==> src/rtl/led_sequencer.sv <==
// Stepped LED pattern engine for the Alhambra-II 8-LED bank.
// A debounced push-button cycles BLINK -> RUN -> BOUNCE -> COUNT -> BLINK.
module led_sequencer #(
   parameter int unsigned DIV      = 1500000,
   parameter int unsigned DEBOUNCE = 120000
) (
   input  logic       CLK,
   input  logic       RST,
   input  logic       SW1,
   output logic [7:0] LED,
   output logic [1:0] MODE,
   output logic       STEP
);

   localparam int unsigned PW = $clog2(DIV);
   localparam int unsigned CW = (DEBOUNCE > 1) ? $clog2(DEBOUNCE) : 1;
   localparam logic [PW-1:0] PRESC_LAST = PW'(DIV - 1);
   localparam logic [CW-1:0] CNT_LAST   = CW'(DEBOUNCE - 1);

   localparam logic [1:0] MODE_BLINK  = 2'd0;
   localparam logic [1:0] MODE_RUN    = 2'd1;
   localparam logic [1:0] MODE_BOUNCE = 2'd2;
   localparam logic [1:0] MODE_COUNT  = 2'd3;

   localparam logic DIR_LEFT  = 1'b0;
   localparam logic DIR_RIGHT = 1'b1;

   logic          sync1_q, sync1_d;
   logic          sync2_q, sync2_d;
   logic          deb_q, deb_d;
   logic [CW-1:0] cnt_q, cnt_d;
   logic [PW-1:0] presc_q, presc_d;
   logic [1:0]    mode_q, mode_d;
   logic [7:0]    led_q, led_d;
   logic          phase_q, phase_d;
   logic          dir_q, dir_d;

   logic press;
   logic step_now;
   logic advance;

   // NOTE: every signal gets a default before any branch, so no path leaves one unassigned and no latch is inferred.
   always_comb begin
      sync1_d  = SW1;
      sync2_d  = sync1_q;
      deb_d    = deb_q;
      cnt_d    = '0;
      press    = 1'b0;
      presc_d  = '0;
      mode_d   = mode_q;
      led_d    = led_q;
      phase_d  = phase_q;
      dir_d    = dir_q;

      // The flip is the press itself, so MODE changes on the same edge as the debounced level.
      if (sync2_q != deb_q) begin
         if (cnt_q == CNT_LAST) begin
            deb_d = sync2_q;
            press = sync2_q;
         end else begin
            cnt_d = cnt_q + CW'(1);
         end
      end

      step_now = (presc_q == PRESC_LAST);
      advance  = step_now && !press;
      if (!step_now) presc_d = presc_q + PW'(1);

      if (press) begin
         mode_d  = mode_q + 2'd1;
         presc_d = '0;
         phase_d = 1'b0;
         dir_d   = DIR_LEFT;
         led_d   = (mode_d == MODE_RUN || mode_d == MODE_BOUNCE) ? 8'h01 : 8'h00;
      end else if (advance) begin
         case (mode_q)
            MODE_BLINK: begin
               phase_d = ~phase_q;
               led_d   = phase_d ? 8'hFF : 8'h00;
            end
            MODE_RUN: led_d = {led_q[6:0], led_q[7]};
            MODE_BOUNCE: begin
               if (dir_q == DIR_LEFT) begin
                  if (led_q == 8'h80) begin
                     dir_d = DIR_RIGHT;
                     led_d = 8'h40;
                  end else begin
                     led_d = led_q << 1;
                  end
               end else begin
                  if (led_q == 8'h01) begin
                     dir_d = DIR_LEFT;
                     led_d = 8'h02;
                  end else begin
                     led_d = led_q >> 1;
                  end
               end
            end
            MODE_COUNT: led_d = led_q + 8'd1;
            default:    led_d = led_q;
         endcase
      end
   end

   // NOTE: state updates use non-blocking assignments so every flop samples pre-edge values.
   always_ff @(posedge CLK or posedge RST) begin
      if (RST) begin
         sync1_q <= 1'b0;
         sync2_q <= 1'b0;
         deb_q   <= 1'b0;
         cnt_q   <= '0;
         presc_q <= '0;
         mode_q  <= MODE_BLINK;
         led_q   <= 8'h00;
         phase_q <= 1'b0;
         dir_q   <= DIR_LEFT;
      end else begin
         sync1_q <= sync1_d;
         sync2_q <= sync2_d;
         deb_q   <= deb_d;
         cnt_q   <= cnt_d;
         presc_q <= presc_d;
         mode_q  <= mode_d;
         led_q   <= led_d;
         phase_q <= phase_d;
         dir_q   <= dir_d;
      end
   end

   assign LED  = led_q;
   assign MODE = mode_q;
   assign STEP = step_now;

endmodule
==> config.mk <==
export PLATFORM = sky130hd
export DESIGN_NAME = led_sequencer
export DESIGN_NICKNAME = d
export VERILOG_FILES = /design/src/rtl/led_sequencer.sv
export SDC_FILE = /design/constraint.sdc
export NUM_CORES = 1
export LEC_CHECK = 0
export ABC_AREA = 1
export BUFFER_PORTS_ARGS = -buffer_cell sky130_fd_sc_hd__buf_4
export CAP_MARGIN = 10
export CORE_MARGIN = 3
export CORE_UTILIZATION = 58
export CTS_BUF_LIST = sky130_fd_sc_hd__clkbuf_2
export DETAILED_ROUTE_END_ITERATION = 12
export PLACE_DENSITY = 0.76
export SYNTH_ARGS = -nofsm -noshare
export SYNTH_HDL_FRONTEND = slang
export SYNTH_SLANG_ARGS = --single-unit
==> constraint.sdc <==
create_clock -name CLK -period 2.1 [get_ports CLK]
set_input_delay 0.105 -clock CLK [delete_from_list [all_inputs] [get_ports CLK]]
set_output_delay 0.105 -clock CLK [all_outputs]
set_load 0.05 [all_outputs]
==> results.md <==
- Top FF cell, synth: dfrtp_1
- Synth cell types: 32
- Antenna viol nets, final: 0
- Clk slew on worst S/H paths: 0.26 ns
- Sink Count: 53
- Final period util: 94.8%
- CTS max path bufs: 2
- GRT Util Overall: between 20% and 30%
- Outcome: complete, no violations
- Layout cells sized above 1: 13.5%
- Hold Crit Depth: 2
- Io pins: 14
- Mux share of post-synthesis cell area: 0%
- # rows: 26
- Initial Util: between 60 and 70%
- GR Overflow Total: 0
- Vias in the first global route: between 2000 and 3000
- Reg2Reg Depth: 10
- Post-synth ARST share: 100%
- Area contributors post-synth: dfrtp_1, nand2_1, nor2_1
- DRC: 0
- Initial antenna violation count: 0
- Comb power frac: roughly 3.4%
- Cell Area, Synth: 0.00333 sq mm
- N_diodes: 0
- Die Y: 81.7 um
- Largest family of logic cells by synthesized area: simple AND/OR/NAND/NOR gates
- Fraction of the mapped netlist area in adder cells: approximately 3.4%
- Routed vias: 3058
- Port Buf Inserts: 13
- Total power: 1.47 mW
- Minimum clock period: around 2 ns
- Hold worst-path end: sync1_q
- PwrDens: around 400 mW/mm^2
- Seq/Total Area, Yosys: around 40%
- Clock Skews: between 0.015 and 0.02 ns
- Final slew viol count: 0
- CTS root buf: clkbuf_2
- Worst path arrival time: about 1.9 ns
- FF-to-FF Start: presc_q[0]
- Worst-Margin Slew: between 0.4 and 0.5 ns
- R2R setup slack: between 0.3 and 0.4 ns
- Post-DP Area: between 0.003 and 0.004 sq mm
- Vias per inst: 5.54
- Fill cells: about 460
- Die Area: approximately 0.0067 sq mm
- Simple-gate share of the synthesized area: a little over a third
- H-tree level count: 2
- Mean area per synthesized cell: 7.36 sq um
- Crit-path max FO: 5
- Syn Nets: ~460
- VDD IR-drop max: ~0.27 mV
- Synth Register Bits: between 50 and 60
- Core ar.: around 0.0053 sq mm
- Total CTS buffers: 5
- Max Freq: 502 MHz
- Critical Path RT: ~2 ns
- Leakage: 1.70 nW
- Worst slew margin: 72.4%
- Largest net degree at the start of global routing: 30
- Internal power consumption: between 1 and 1.5 mW
- HP Start: SW1
- Seq pwr share: between 70% and 80%
- Area Growth Syn to Fin: 10.0%
- DP HPWL: roughly 5700 um
- DRT Pass-1 Iters: 5
- Post-Route WL: 7730 um
- Slowest CP cell: dfrtp_1
- Post-synth top area share: between 30% and 40%
- Nets: around 490
- CTS tree: built
- Crit path from: presc_q[0]
- Worst min path class: primary input to flip-flop
- Die W: approximately 82 um
- WL/cell: between 10 and 15 um
- Final std cell area, no fill: ~0.0037 sq mm
- Switching Share: between 20% and 30%
- CP Cell Sequence: ha_2, nand2_2, nor2_4, nand2_4, nor2_4, nand2_4, inv_2, buf_8
- Max-cap viol count: 0
- Setup CP Type: flip-flop to output pin
- Final setup viols: 0
- Post-synth EDFFs: 0
- Post-Synthesis Cells: between 400 and 500
- Cell taking the most area after synthesis: dfrtp_1
- First-pass GRT wire length: between 10000 and 15000 um
- Worst setup SP type: flip-flop
- R2r endpoint: LED[1]
- Crit. End Element: output pin
- Clock Latency Late Sink: around 0.44 ns
- Final Hold Fails: 0
- Crit-path max cell delay: 0.44 ns
- GP Congestion: 0.949
- 1st-iter DRT viols: 310
- YS warnings: 0
- Clock power frac: 26.1%
- Post-Synth XOR/XNOR Area: under 10%
- NetSw: 0.351 mW
- Post-synthesis compound-gate area fraction: a little over 8%
[placed cells by master (no fill, tap or decap), types with 2 or more instances in the layout]
master and instances:
nand3_1 31, nor3b_1 2, ha_1 8, nor2_1 76, xor2_1 12, nor3_2 3, a21oi_1 24, nand2_1 87
inv_2 8, dfrtp_1 52, a31oi_1 2, clkbuf_2 5, nand3_2 3, nor4_1 5, buf_4 21, nand2_2 2
nor2_4 7, dlygate4sd3_1 3, nand2_4 3, inv_1 62, nor3_1 8, o21ai_0 24, nor3b_2 2, xnor2_1 4
nand4_1 12, nor2_2 4
[layout make-up]
| class | count | area [sq um] | share of cell area (%) |
|---|---|---|---|
| Tap cell | 70 | 87.6 | 2.39 |
| Clock inverter | 2 | 11.3 | 0.308 |
| Multi-Input combinational cell | 327 | 1740 | 47.6 |
| Clock buffer | 5 | 25.0 | 0.684 |
| Timing Repair Buffer | 25 | 203 | 5.54 |
| Sequential cell | 53 | 1330 | 36.3 |
| Inverter | 70 | 263 | 7.18 |
[registers in the layout, indices dropped and copies added, names as in the netlist]
name / count
LED: 8
MODE: 2
cnt_q: 17
deb_q: 1
dir_q: 1
phase_q: 1
presc_q: 21
sync1_q: 1
sync2_q: 1
[critical path, delay by kind of cell, from the launching register on]
kind                       cells  cell delay, ns
and+or+nand+nor                5            0.56
buffers and inverters          2            0.26
DFF                            1            0.44
adders and majority gates      1            0.20
[layer usage]
| layer | vias up | share of wire (%) | GRT usage [%] |
|---|---|---|---|
| li1 | 1510 | - | - |
| met1 | 1395 | 44 | 32.9 |
| met2 | 133 | 48 | 40.1 |
| met3 | 20 | 6.8 | 4.17 |
| met4 | 0 | 1.9 | 8.14 |
| met5 | - | 0 | 0 |
[through the flow]
stage | util [%] | setup TNS, ns | cells | hold WS (ns) | worst slack, ns
6_report | 68.6 | 0 | 552 | 0.288 | 0.109
5_1_grt | 68.6 | -0.0263 | 552 | 0.257 | -0.0263
4_1_cts | 67.0 | 0 | 545 | 0.00346 | 0.0137
3_5_place_dp | 65.9 | 0 | 536 | -0.0183 | 0.320
3_3_place_gp | 65.9 | 0 | 536 | -0.0208 | 0.389
2_1_floorplan | - | 0 | 452 | 0.136 | 0.270
[what timing repair did]
action,4_1_cts,5_1_grt
hold endpoints to repair,54,3
gates resized for setup,2,8
pin swaps,0,2
gates cloned,0,0
endpoints found under the setup margin,1,1
setup buffers,0,6
hold buffers,2,1
[power groups by stage]
stage	logic [mW]	registers, mW	clock network [mW]
2_1_floorplan	0.0319	1.05	0
3_3_place_gp	0.0461	1.05	0
3_5_place_dp	0.0485	1.05	0
4_1_cts	0.0513	1.04	0.407
5_1_grt	0.0580	1.04	0.442
6_report	0.0504	1.03	0.382
[Yosys cell counts, types with 2 or more instances]
library cell / number
a21oi_1: 24
a31oi_1: 2
dfrtp_1: 53
ha_1: 9
inv_1: 64
inv_2: 6
nand2_1: 87
nand2_2: 4
nand3_1: 31
nand3_2: 3
nand4_1: 12
nor2_1: 77
nor2_2: 4
nor2_4: 6
nor3_1: 9
nor3_2: 2
nor3b_1: 2
nor3b_2: 2
nor4_1: 5
o21ai_0: 24
xnor2_1: 4
xor2_1: 12
[worst max-delay path by stage]
| stage | cells past startpoint | endpoint | slack (ns) |
|---|---|---|---|
| 2_1_floorplan | 9 | LED[2] | 0.27 |
| 3_3_place_gp | 10 | phase_q | 0.39 |
| 3_5_place_dp | 10 | phase_q | 0.32 |
| 4_1_cts | 8 | STEP | 0.01 |
| 5_1_grt | 8 | STEP | -0.03 |
| 6_report | 8 | STEP | 0.11 |
[kinds of logic after synthesis]
group,count (synthesis)
compound gates,52
xor+xnor,16
fa+ha+maj,9
buf+inv,72
flops,53
simple gates,250
(Power assumes the default switching activity.)
